`src/rtl/uart_mem_responder_pkg.sv`:
```
// Shared definitions for the memory-side UART line-transfer responder.
package uart_mem_responder_pkg;

  localparam int DEF_ADDR_BYTES = 4;
  localparam int DEF_LINE_BYTES = 32;
  localparam int OP_BIT         = 31;

  localparam logic OP_READ  = 1'b0;
  localparam logic OP_WRITE = 1'b1;

  typedef enum logic [2:0] {
    S_CMD = 3'd0,
    S_MRD = 3'd1,
    S_TX  = 3'd2,
    S_RXD = 3'd3,
    S_MWR = 3'd4
  } state_e;

endpackage

```
`src/rtl/uart_mem_responder_gate.sv`:
```
// Pop/push strobe generator: fires at most once every two cycles so the FIFO
// has a cycle to advance its head before the next transfer is considered.
module uart_byte_gate (
  input  logic CLK,
  input  logic RST_N,
  input  logic en,
  input  logic ready,
  output logic fire,
  output logic flag
);

  logic flag_q;
  logic flag_d;

  always_comb begin
    fire   = en && ready && !flag_q;
    flag_d = fire;
  end

  always_ff @(posedge CLK or negedge RST_N) begin
    if (!RST_N) begin
      flag_q <= 1'b0;
    end else begin
      flag_q <= flag_d;
    end
  end

  assign flag = flag_q;

endmodule

```
`src/rtl/uart_mem_responder.sv`:
```
// Memory-side responder: decodes a command word from the rx byte stream and
// either streams a memory line out over tx or commits a received line.
module uart_mem_responder
  import uart_mem_responder_pkg::*;
#(
  parameter int ADDR_BYTES = DEF_ADDR_BYTES,
  parameter int LINE_BYTES = DEF_LINE_BYTES
) (
  input  logic                    CLK,
  input  logic                    RST_N,
  input  logic                    receivable,
  input  logic [7:0]              recv_data,
  output logic                    recv_flag,
  input  logic                    sendable,
  output logic [7:0]              send_data,
  output logic                    send_flag,
  output logic                    mem_req,
  output logic                    mem_we,
  output logic [31:0]             mem_addr,
  output logic [LINE_BYTES*8-1:0] mem_wdata,
  input  logic [LINE_BYTES*8-1:0] mem_rdata,
  input  logic                    mem_ack,
  output logic                    busy
);

  localparam int CMD_W  = ADDR_BYTES * 8;
  localparam int LINE_W = LINE_BYTES * 8;
  localparam int CW     = $clog2(LINE_BYTES) + 1;
  localparam int CMD_IW = $clog2(ADDR_BYTES);

  localparam logic [CW-1:0] CMD_LAST  = CW'(ADDR_BYTES - 1);
  localparam logic [CW-1:0] LINE_LAST = CW'(LINE_BYTES - 1);
  localparam logic [CW-1:0] LINE_DONE = CW'(LINE_BYTES);

  state_e              state_q, state_d;
  logic [CW-1:0]       cnt_q, cnt_d;
  logic [CMD_W-1:0]    cmd_q, cmd_d;
  logic [LINE_W-1:0]   line_q, line_d;
  logic [LINE_W-1:0]   wdata_q, wdata_d;
  logic [7:0]          send_data_q, send_data_d;
  logic                mem_req_q, mem_req_d;
  logic                mem_we_q, mem_we_d;
  logic [31:0]         mem_addr_q, mem_addr_d;
  logic                busy_q, busy_d;

  logic                rx_en, rx_fire;
  logic                tx_en, tx_fire;
  logic [CMD_IW+2:0]   cmd_off;
  logic [CW+1:0]       line_off;

  // Bytes are only taken from the FIFO while collecting a command or write data;
  // anything queued behind a read stays put until the response has gone out.
  assign rx_en = (state_q == S_CMD) || (state_q == S_RXD);
  assign tx_en = (state_q == S_TX) && (cnt_q != LINE_DONE);

  uart_byte_gate u_rx_gate (
    .CLK   (CLK),
    .RST_N (RST_N),
    .en    (rx_en),
    .ready (receivable),
    .fire  (rx_fire),
    .flag  (recv_flag)
  );

  uart_byte_gate u_tx_gate (
    .CLK   (CLK),
    .RST_N (RST_N),
    .en    (tx_en),
    .ready (sendable),
    .fire  (tx_fire),
    .flag  (send_flag)
  );

  assign cmd_off  = {cnt_q[CMD_IW-1:0], 3'b000};
  assign line_off = {cnt_q[CW-2:0], 3'b000};

  always_comb begin
    state_d     = state_q;
    cnt_d       = cnt_q;
    cmd_d       = cmd_q;
    line_d      = line_q;
    wdata_d     = wdata_q;
    send_data_d = send_data_q;
    mem_req_d   = mem_req_q;
    mem_we_d    = mem_we_q;
    mem_addr_d  = mem_addr_q;

    case (state_q)
      S_CMD: begin
        if (rx_fire) begin
          cmd_d[cmd_off +: 8] = recv_data;
          if (cnt_q == CMD_LAST) begin
            cnt_d      = '0;
            mem_addr_d = {1'b0, cmd_d[OP_BIT-1:0]};
            if (cmd_d[OP_BIT] == OP_READ) begin
              state_d   = S_MRD;
              mem_req_d = 1'b1;
              mem_we_d  = 1'b0;
            end else begin
              state_d = S_RXD;
            end
          end else begin
            cnt_d = cnt_q + CW'(1);
          end
        end
      end

      S_MRD: begin
        if (mem_ack) begin
          line_d    = mem_rdata;
          mem_req_d = 1'b0;
          state_d   = S_TX;
        end
      end

      S_TX: begin
        if (tx_fire) begin
          send_data_d = line_q[line_off +: 8];
          cnt_d       = cnt_q + CW'(1);
        end else if ((cnt_q == LINE_DONE) && send_flag) begin
          // Leave only once the final push strobe is on the wire.
          cnt_d   = '0;
          state_d = S_CMD;
        end
      end

      S_RXD: begin
        if (rx_fire) begin
          wdata_d[line_off +: 8] = recv_data;
          if (cnt_q == LINE_LAST) begin
            cnt_d     = '0;
            mem_req_d = 1'b1;
            mem_we_d  = 1'b1;
            state_d   = S_MWR;
          end else begin
            cnt_d = cnt_q + CW'(1);
          end
        end
      end

      S_MWR: begin
        if (mem_ack) begin
          mem_req_d = 1'b0;
          mem_we_d  = 1'b0;
          state_d   = S_CMD;
        end
      end

      default: begin
        state_d = S_CMD;
        cnt_d   = '0;
      end
    endcase

    busy_d = !((state_d == S_CMD) && (cnt_d == '0));
  end

  always_ff @(posedge CLK or negedge RST_N) begin
    if (!RST_N) begin
      state_q     <= S_CMD;
      cnt_q       <= '0;
      cmd_q       <= '0;
      line_q      <= '0;
      wdata_q     <= '0;
      send_data_q <= '0;
      mem_req_q   <= 1'b0;
      mem_we_q    <= 1'b0;
      mem_addr_q  <= '0;
      busy_q      <= 1'b0;
    end else begin
      state_q     <= state_d;
      cnt_q       <= cnt_d;
      cmd_q       <= cmd_d;
      line_q      <= line_d;
      wdata_q     <= wdata_d;
      send_data_q <= send_data_d;
      mem_req_q   <= mem_req_d;
      mem_we_q    <= mem_we_d;
      mem_addr_q  <= mem_addr_d;
      busy_q      <= busy_d;
    end
  end

  assign send_data = send_data_q;
  assign mem_req   = mem_req_q;
  assign mem_we    = mem_we_q;
  assign mem_addr  = mem_addr_q;
  assign mem_wdata = wdata_q;
  assign busy      = busy_q;

endmodule

```
`config.mk`:
```
export PLATFORM = sky130hd
export DESIGN_NAME = uart_mem_responder
export DESIGN_NICKNAME = d
export VERILOG_FILES = /design/src/rtl/uart_mem_responder_pkg.sv /design/src/rtl/uart_mem_responder_gate.sv /design/src/rtl/uart_mem_responder.sv
export SDC_FILE = /design/constraint.sdc
export NUM_CORES = 1
export LEC_CHECK = 0
export ABC_CLOCK_PERIOD_IN_PS = 4800
export BUFFER_PORTS_ARGS = -buffer_cell sky130_fd_sc_hd__buf_4
export CAP_MARGIN = 15
export CORE_MARGIN = 4
export CORE_UTILIZATION = 49
export CTS_CLUSTER_DIAMETER = 120
export DETAILED_ROUTE_END_ITERATION = 8
export GPL_ROUTABILITY_DRIVEN = 0
export PLACE_DENSITY = 0.77
export RECOVER_POWER = 100
export SKIP_LAST_GASP = 1
export SLEW_MARGIN = 20
export SYNTH_ARGS = -nofsm -noshare
export SYNTH_HDL_FRONTEND = slang
export SYNTH_SLANG_ARGS = --single-unit
```
`constraint.sdc`:
```
create_clock -name CLK -period 4.8 [get_ports CLK]
set_input_delay 0.96 -clock CLK [delete_from_list [all_inputs] [get_ports CLK]]
set_output_delay 0.96 -clock CLK [all_outputs]
set_load 0.03 [all_outputs]
```
==> results of run 1 <==
## cells by family after synthesis
kind of cell / count (synthesis) / synth area share, %
muxes: 614 / 29.9
adders and majority gates: 5 / 0.244
AOI/OAI and AO/OA: 159 / 4.04
xor gates and xnor gates: 5 / 0.171
and+or+nand+nor: 266 / 5.60
other: 1 / 0.0146
DFF: 597 / 58.3
buffers and inverters: 99 / 1.70
## report_power, final
part	internal, W	switching [W]
logic	0.00265	0.00288
clock network	0.00255	0.00196
registers	0.00638	0.000873
total	0.0116	0.00572
## per-layer routing
metal  part of all wire [%]  vias to the layer above
met5                  0.060                        -
met4                    3.3                        6
met3                    8.7                      152
met2                     50                      694
met1                     38                     8835
li1                       -                     7475
## final timing paths
kind	from	end	cells past startpoint
max in group asynchronous	RST_N	line_q[12]	3
setup reg to reg	cnt_q[0]	mem_wdata[9]	7
setup / recovery	cnt_q[0]	mem_wdata[9]	7
hold reg to reg	mem_addr[27]	mem_addr[27]	2
min in group asynchronous	RST_N	mem_wdata[255]	1
hold / removal	mem_addr[27]	mem_addr[27]	2
## area by class of cell
class | instances | share of cell area (%)
clock inverter | 14 | 0.333
inverter | 8 | 0.0962
tap | 680 | 2.73
antenna | 8 | 0.0642
clock buffer | 92 | 5.71
sequential | 597 | 47.9
multi-input combinational | 1050 | 32.6
timing repair buffer | 588 | 10.6
## flip-flops by register name, summed over array words and instances (netlist names)
register,count
state_q,3
cnt_q,6
mem_req,1
line_q,256
send_data,8
busy,1
mem_we,1
cmd_q,32
mem_addr,31
mem_wdata,256
u_rx_gate.flag,1
u_tx_gate.flag,1
## Yosys cell counts, drive strengths merged, types with 4 or more instances
master    n  area share [%]
nand3b    6            0.18
and3      5            0.12
nor3b     4            0.12
nand2    67            0.98
a211oi    4            0.14
o21ai    46            0.90
nor3      4            0.14
clkbuf   44            0.65
nand2b    6            0.15
nor2     60             1.2
ha        5            0.24
dfrtp   597              58
o211ai    5            0.15
buf      47            0.94
a21oi    44            0.86
a221oi    4            0.14
a22oi     6            0.18
mux4     69             6.1
and2     58             1.4
a22o     31             1.1
mux2    514              23
inv       6           0.088
nor2b    31            0.76
nand3    15            0.29
mux2i    31             1.2
## critical path, cell delays in order (launching register included)
cell and delay [ns]:
dfrtp_4 0.87, inv_1 0.26, ha_1 0.37, nor3b_1 0.20, xnor2_1 0.89, nand3_1 0.42, nor2_1 0.72, mux2_2 0.41
## through the flow
stage / cell area, um^2 / power (W) / util, % / instances
global placement: 30600 / 0.0128 / 59.4 / 2923
finish: 31200 / 0.0173 / 60.6 / 3037
CTS: 32500 / 0.0176 / 63.1 / 3029
global route: 31200 / 0.0182 / 60.6 / 3037
detailed placement: 30600 / 0.0131 / 59.4 / 2923
floorplan: 25600 / 0.0110 / - / 1746
==> summary.txt, run 1 <==
Yosys
  – Yosys cell types: 60
  – Post-synthesis register bit count: 597
  – Yosys warnings: 0
  – Mapped Nets: around 2000
  – Mapped Area: around 26000 um^2
  – Synthesized instance count: about 1700
  – Register area share after synthesis: approximately three fifths
  – Fraction of registers with async set/reset: between 90% and 100%
  – Mean Syn Cell Area: about 15 um^2
  – Number of synthesized flops with an enable pin: 0
  – Synth Flop Type: dfrtp_1

Worst setup path
  – Worst Path Max Fanout: 38
  – Worst EP arrival: ~4.8 ns
  – Setup CP Type: register to register
  – Reg-to-reg slack, setup: 0.53 ns
  – CP Data Required Time: between 5 and 6 ns
  – CP Capture Type: register
  – CP startpoint kind: register

Floorplan
  – Die width: around 240 um
  – Number of I/O pins: 570
  – Die height: about 240 um
  – Total number of placement rows: 83
  – Die ar.: 56000 um^2
  – Initial core utilization: between 40% and 50%
  – CORE AREA: approximately 50000 um^2

Pwr
  – Static Leak: around 14 nW
  – Max VDD drop: about 0.38 mV
  – Pwr Density: around 550 nW/um^2

Clock network
  – Clock Path Buffers: 3
  – Worst-Skew Late Latency: around 0.62 ns
  – H-tree depth: 2
  – Num CTS Buffers: 61
  – Root buf cell: clkbuf_16
  – Clk sinks: between 500 and 600
  – Post-cts sizing count: 0
  – CTS clk-pin slew, worst paths: 0.06 ns
  – Hold-fix buffers, CTS: 0
  – Post-CTS setup buffers: 0
  – CTS tree: done

Global route
  – First-pass GRT wire length: 115000 um
  – Largest net degree at the start of global routing: around 120
  – Initial antenna violation count: 10
  – GRT met3 Usage: 8.30%
  – GR Layer Usage met2: a little under half
  – Met1 usage: roughly 32%
  – GRT Util Overall: 26.5%
  – Vias in the first global route: around 18000
  – GR peak layer: met2
  – Gr ovfl total: 0

Placed design
  – Dpl ws: 0.637 ns
  – DP HPWL: around 56000 um
  – # port buffers: 568

Status
  – Status: complete, but fails checks
  – Failing checks: capacitance limit, slew limit

Detailed routing
  – Vias per cell: ~5.7
  – Iter 0 DRT Violations: roughly 980
  – Detail Route Antenna Nets: 0
  – Drt drc: 0
  – Drt pass-1 iters: 8
  – DR WL/cell: 24.9 um
  – Total wire length: between 70000 and 80000 um
  – Via count: 17200

Finish
  – Area grow syn2layout: 21.9%
  – Layout cells sized above 1: about two fifths
  – Number of fill cells: 4219
  – Area of the multi-input gates: about 10000 um^2
  – Most frequent cells in the layout: dfrtp_1, mux2_2, clkbuf_1
  – Commonest non-fill, non-tap cell in the layout: dfrtp_1
  – Sequential Area: 14900 um^2
  – Layout net count: around 2600

Timing
  – Worst Tran Pin Value: ~2.8 ns
  – Final hold violations: 0
  – Slew headroom: -86.2%
  – Final setup TNS: 0 ns
  – Final Setup Violations: 0
  – Pins over their slew limit: between 400 and 500
  – Final worst-path cycle share: 88.9%
  – Fin Clk Skew: ~0.016 ns
  – RSZ-0062 raised after global routing: false
  – Final worst slack: roughly 0.53 ns
  – Min Tclk post-route: 4.27 ns
  – FMAX: roughly 0.23 GHz
  – Final Hold Slack: roughly 0.48 ns

Min path
  – HP Class: register to register

Flow run
  – Max capacitance violation total: 7
No activity file was read; power rests on OpenSTA's default activity.
==> run 2, diff against run 1 <==
--- a/config.mk
+++ b/config.mk
@@ -5,6 +5,7 @@
 export SDC_FILE = /design/constraint.sdc
 export NUM_CORES = 1
 export LEC_CHECK = 0
+export ABC_AREA = 1
 export ABC_CLOCK_PERIOD_IN_PS = 4800
 export BUFFER_PORTS_ARGS = -buffer_cell sky130_fd_sc_hd__buf_4
 export CAP_MARGIN = 15
==> run 2 against run 1 <==
  * The flow still finishes with violations (capacitance limit, slew limit)
  * Highest routed layer is now met4
  * Global-route usage rose by 2.9 points
  * Largest cell class unchanged
  * Combinational power rose by 16%
  * Die area rose by 1.5%
  * Design area rose by 0.61%
  * Critical path depth did not move
  * Non-clock buffer count rose by 10
  * First-iteration DRC count rose by 140%
==> summary.txt, run 2 <==
Detailed routing
  – Total wire length: about 86000 um
  – Vias per cell: 5.46
  – Drt pass-1 iters: 5
  – Drt drc: 0
  – Iter 0 DRT Violations: roughly 2400
  – Via count: 23400
  – Detail Route Antenna Nets: 0
  – DR WL/cell: between 20 and 25 um

Finish
  – Area grow syn2layout: 20.8%
  – Non-filler cells, final: ~4300
  – Layout cells sized above 1: 12.2%
  – Commonest non-fill, non-tap cell in the layout: nand2_1
  – Fin area: between 30000 and 40000 um^2
  – Most frequent cells in the layout: nand2_1, dfrtp_1, o21ai_0
  – Final core occ: between 50% and 60%
  – Diodes inserted: 0
  – Number of fill cells: roughly 4800
  – Layout net count: 3829

Global route
  – Initial antenna violation count: 0
  – GRT Util Overall: 29.4%
  – Largest net degree at the start of global routing: between 150 and 200
  – Vias in the first global route: 22700
  – Gr ovfl total: 0
  – First-pass GRT wire length: about 130000 um

Pwr
  – Pint: between 0.01 and 0.015 W
  – Switching part of the total: 39.9%
  – Final Power: 0.0187 W
  – Pwr Density: 596 nW/um^2
  – Static Leak: 15.2 nW
  – Clk network pwr share: 27.0%
  – Combinational share of power: approximately 34%
  – Net Switching: ~0.0075 W
  – Max VDD drop: ~0.33 mV
  – Flop pwr share: between 30% and 40%

Min path
  – HP Class: register to register
  – Cell depth of the worst hold path: 2
  – Hold wc startpoint: line_q[129]
  – Hold Crit Endpoint: line_q[129]

Clock network
  – Clock Path Buffers: 3
  – H-tree depth: 2
  – CTS tree: done
  – Post-CTS setup buffers: 0
  – CTS clk-pin slew, worst paths: 0.06 ns
  – Num CTS Buffers: 61
  – Clk sinks: about 600
  – Root buf cell: clkbuf_16
  – Hold-fix buffers, CTS: 0
  – Post-cts sizing count: 0
  – Worst-Skew Late Latency: between 0.6 and 0.7 ns

Yosys
  – Dominant cell by count in the synthesized netlist: nand2_1
  – Mean Syn Cell Area: around 8.5 um^2
  – Area share of the largest cell type after synthesis: 57.5%
  – Register area share after synthesis: a little under three fifths
  – Synthesized instance count: between 3000 and 4000
  – Top post-synthesis cells by area: dfrtp_1, nand2_1, o21ai_0, o21ai_1, inv_1
  – Mapped Area: 26000 um^2
  – Yosys cell types: slightly above 40
  – Yosys warnings: 0
  – Synth Flop Type: dfrtp_1
  – Fraction of registers with async set/reset: 100%
  – Post-synthesis register bit count: just under 600
  – Leading area contributor after synthesis: dfrtp_1
  – Number of synthesized flops with an enable pin: 0
  – Mapped Nets: 3350
  – Synth cell count leaders: nand2_1, dfrtp_1, o21ai_0, o21ai_1, inv_1

Worst setup path
  – Worst EP arrival: 4.66 ns
  – Reg2reg path depth: 7
  – Reg-to-reg slack, setup: ~0.65 ns
  – Setup CP Type: register to register
  – Cells along the critical path: buf_4 -> ha_1 -> clkbuf_1 -> inv_1 -> nor3_1 -> nand2_1 -> o21ai_0
  – Largest delay contributor family on the critical path: buffers and inverters
  – CP startpoint kind: register
  – Max incr delay on CP: about 0.72 ns
  – RR Endpoint: mem_wdata[222]
  – CP Capture Type: register
  – WP buf/inv: 3
  – Worst path slowest cell: buf_4
  – Worst Path Max Fanout: slightly above 80
  – CP Data Required Time: 5.31 ns
  – FF-to-FF Start: cnt_q[0]

Floorplan
  – Die width: 238 um
  – Number of I/O pins: 570
  – CORE AREA: roughly 53000 um^2
  – Die height: approximately 240 um
  – Total number of placement rows: 84
  – Die ar.: about 57000 um^2
  – Initial core utilization: between 40% and 50%

Status
  – Failing checks: capacitance limit, slew limit
  – Status: complete, but fails checks

Timing
  – FMAX: 0.241 GHz
  – Fin Clk Skew: ~0.023 ns
  – Final hold violations: 0
  – Final worst-path cycle share: about 86%
  – Min Tclk post-route: about 4.2 ns
  – Final setup TNS: 0 ns
  – Final Setup Violations: 0
  – Pins over their slew limit: between 400 and 500
  – Slew headroom: -68.8%
  – Worst Tran Pin Value: between 2 and 3 ns
  – RSZ-0062 raised after global routing: false

Placed design
  – Dpl cell area: roughly 30000 um^2
  – Cells after DPL: about 4200
  – DP HPWL: 61600 um
  – # port buffers: about 570

Flow run
  – Max capacitance violation total: 5
[run 2: cell types whose count changed in the layout (fill, tap and decap cells not counted), moves of 69 or more]
cell	delta
nand2_1	+1115
nor2_1	+80
o21ai_0	+366
nand3_1	+78
mux4_2	-69
inv_1	+150
mux2_2	-508
[run 2: per-stage QoR]
step	hold WS, ns	worst slack [ns]
after floorplan	0.437	2.25
after global placement	0.448	1.19
after detailed placement	0.453	1.14
after CTS	0.393	1.10
after global routing	0.481	0.431
final	0.464	0.648
[run 2: power groups by stage]
stage | Combinational, W | Clock, W | Sequential (W)
floorplan | 0.00411 | 0 | 0.00743
global placement | 0.00654 | 0 | 0.00723
detailed placement | 0.00666 | 0 | 0.00727
CTS | 0.00670 | 0.00511 | 0.00720
global route | 0.00720 | 0.00532 | 0.00738
finish | 0.00644 | 0.00505 | 0.00721
[run 2: area by class of cell]
| type | count | area, um^2 | share of cell area [%] |
|---|---|---|---|
| Multi-Input combinational cell | 2131 | 9470 | 30.2 |
| Inverter | 166 | 633 | 2.02 |
| Sequential cell | 597 | 14900 | 47.6 |
| Clock buffer | 83 | 1730 | 5.51 |
| Clock inverter | 28 | 403 | 1.28 |
| Timing Repair Buffer | 598 | 3350 | 10.7 |
| Tap cell | 688 | 861 | 2.74 |
[run 2: how the worst max path moves through the flow]
stage	from	endpoint	cells past startpoint	slack, ns
after floorplan	cnt_q[0]	mem_wdata[253]	14	2.25
after global placement	cnt_q[1]	mem_wdata[225]	14	1.19
after detailed placement	cnt_q[1]	mem_wdata[230]	14	1.14
after CTS	cnt_q[1]	mem_wdata[225]	14	1.10
after global routing	cnt_q[0]	mem_wdata[222]	7	0.43
final	cnt_q[0]	mem_wdata[222]	7	0.65
[run 2: metal layers]
metal / vias to the layer above / routed length, um / global-route usage (%)
li1: 10900 / - / -
met1: 11100 / 33600 / 38.0
met2: 1160 / 40800 / 48.4
met3: 212 / 7170 / 5.87
met4: 0 / 4410 / 13.1
met5: - / 0 / 0
[run 2: cell families after synthesis]
family | synth area share [%]
AO/OA/AOI/OAI | 13.3
buffers and inverters | 5.69
XOR/XNOR | 0.0674
other | 0.0144
flip-flops | 57.5
AND/OR/NAND/NOR | 23.2
adder cells (fa/ha/maj) | 0.241
[run 2: worst min-delay path, cell delays in order, from the launching register on]
cell,delay [ns]
dfrtp_1,0.34
nand2_1,0.05
nand2_1,0.04
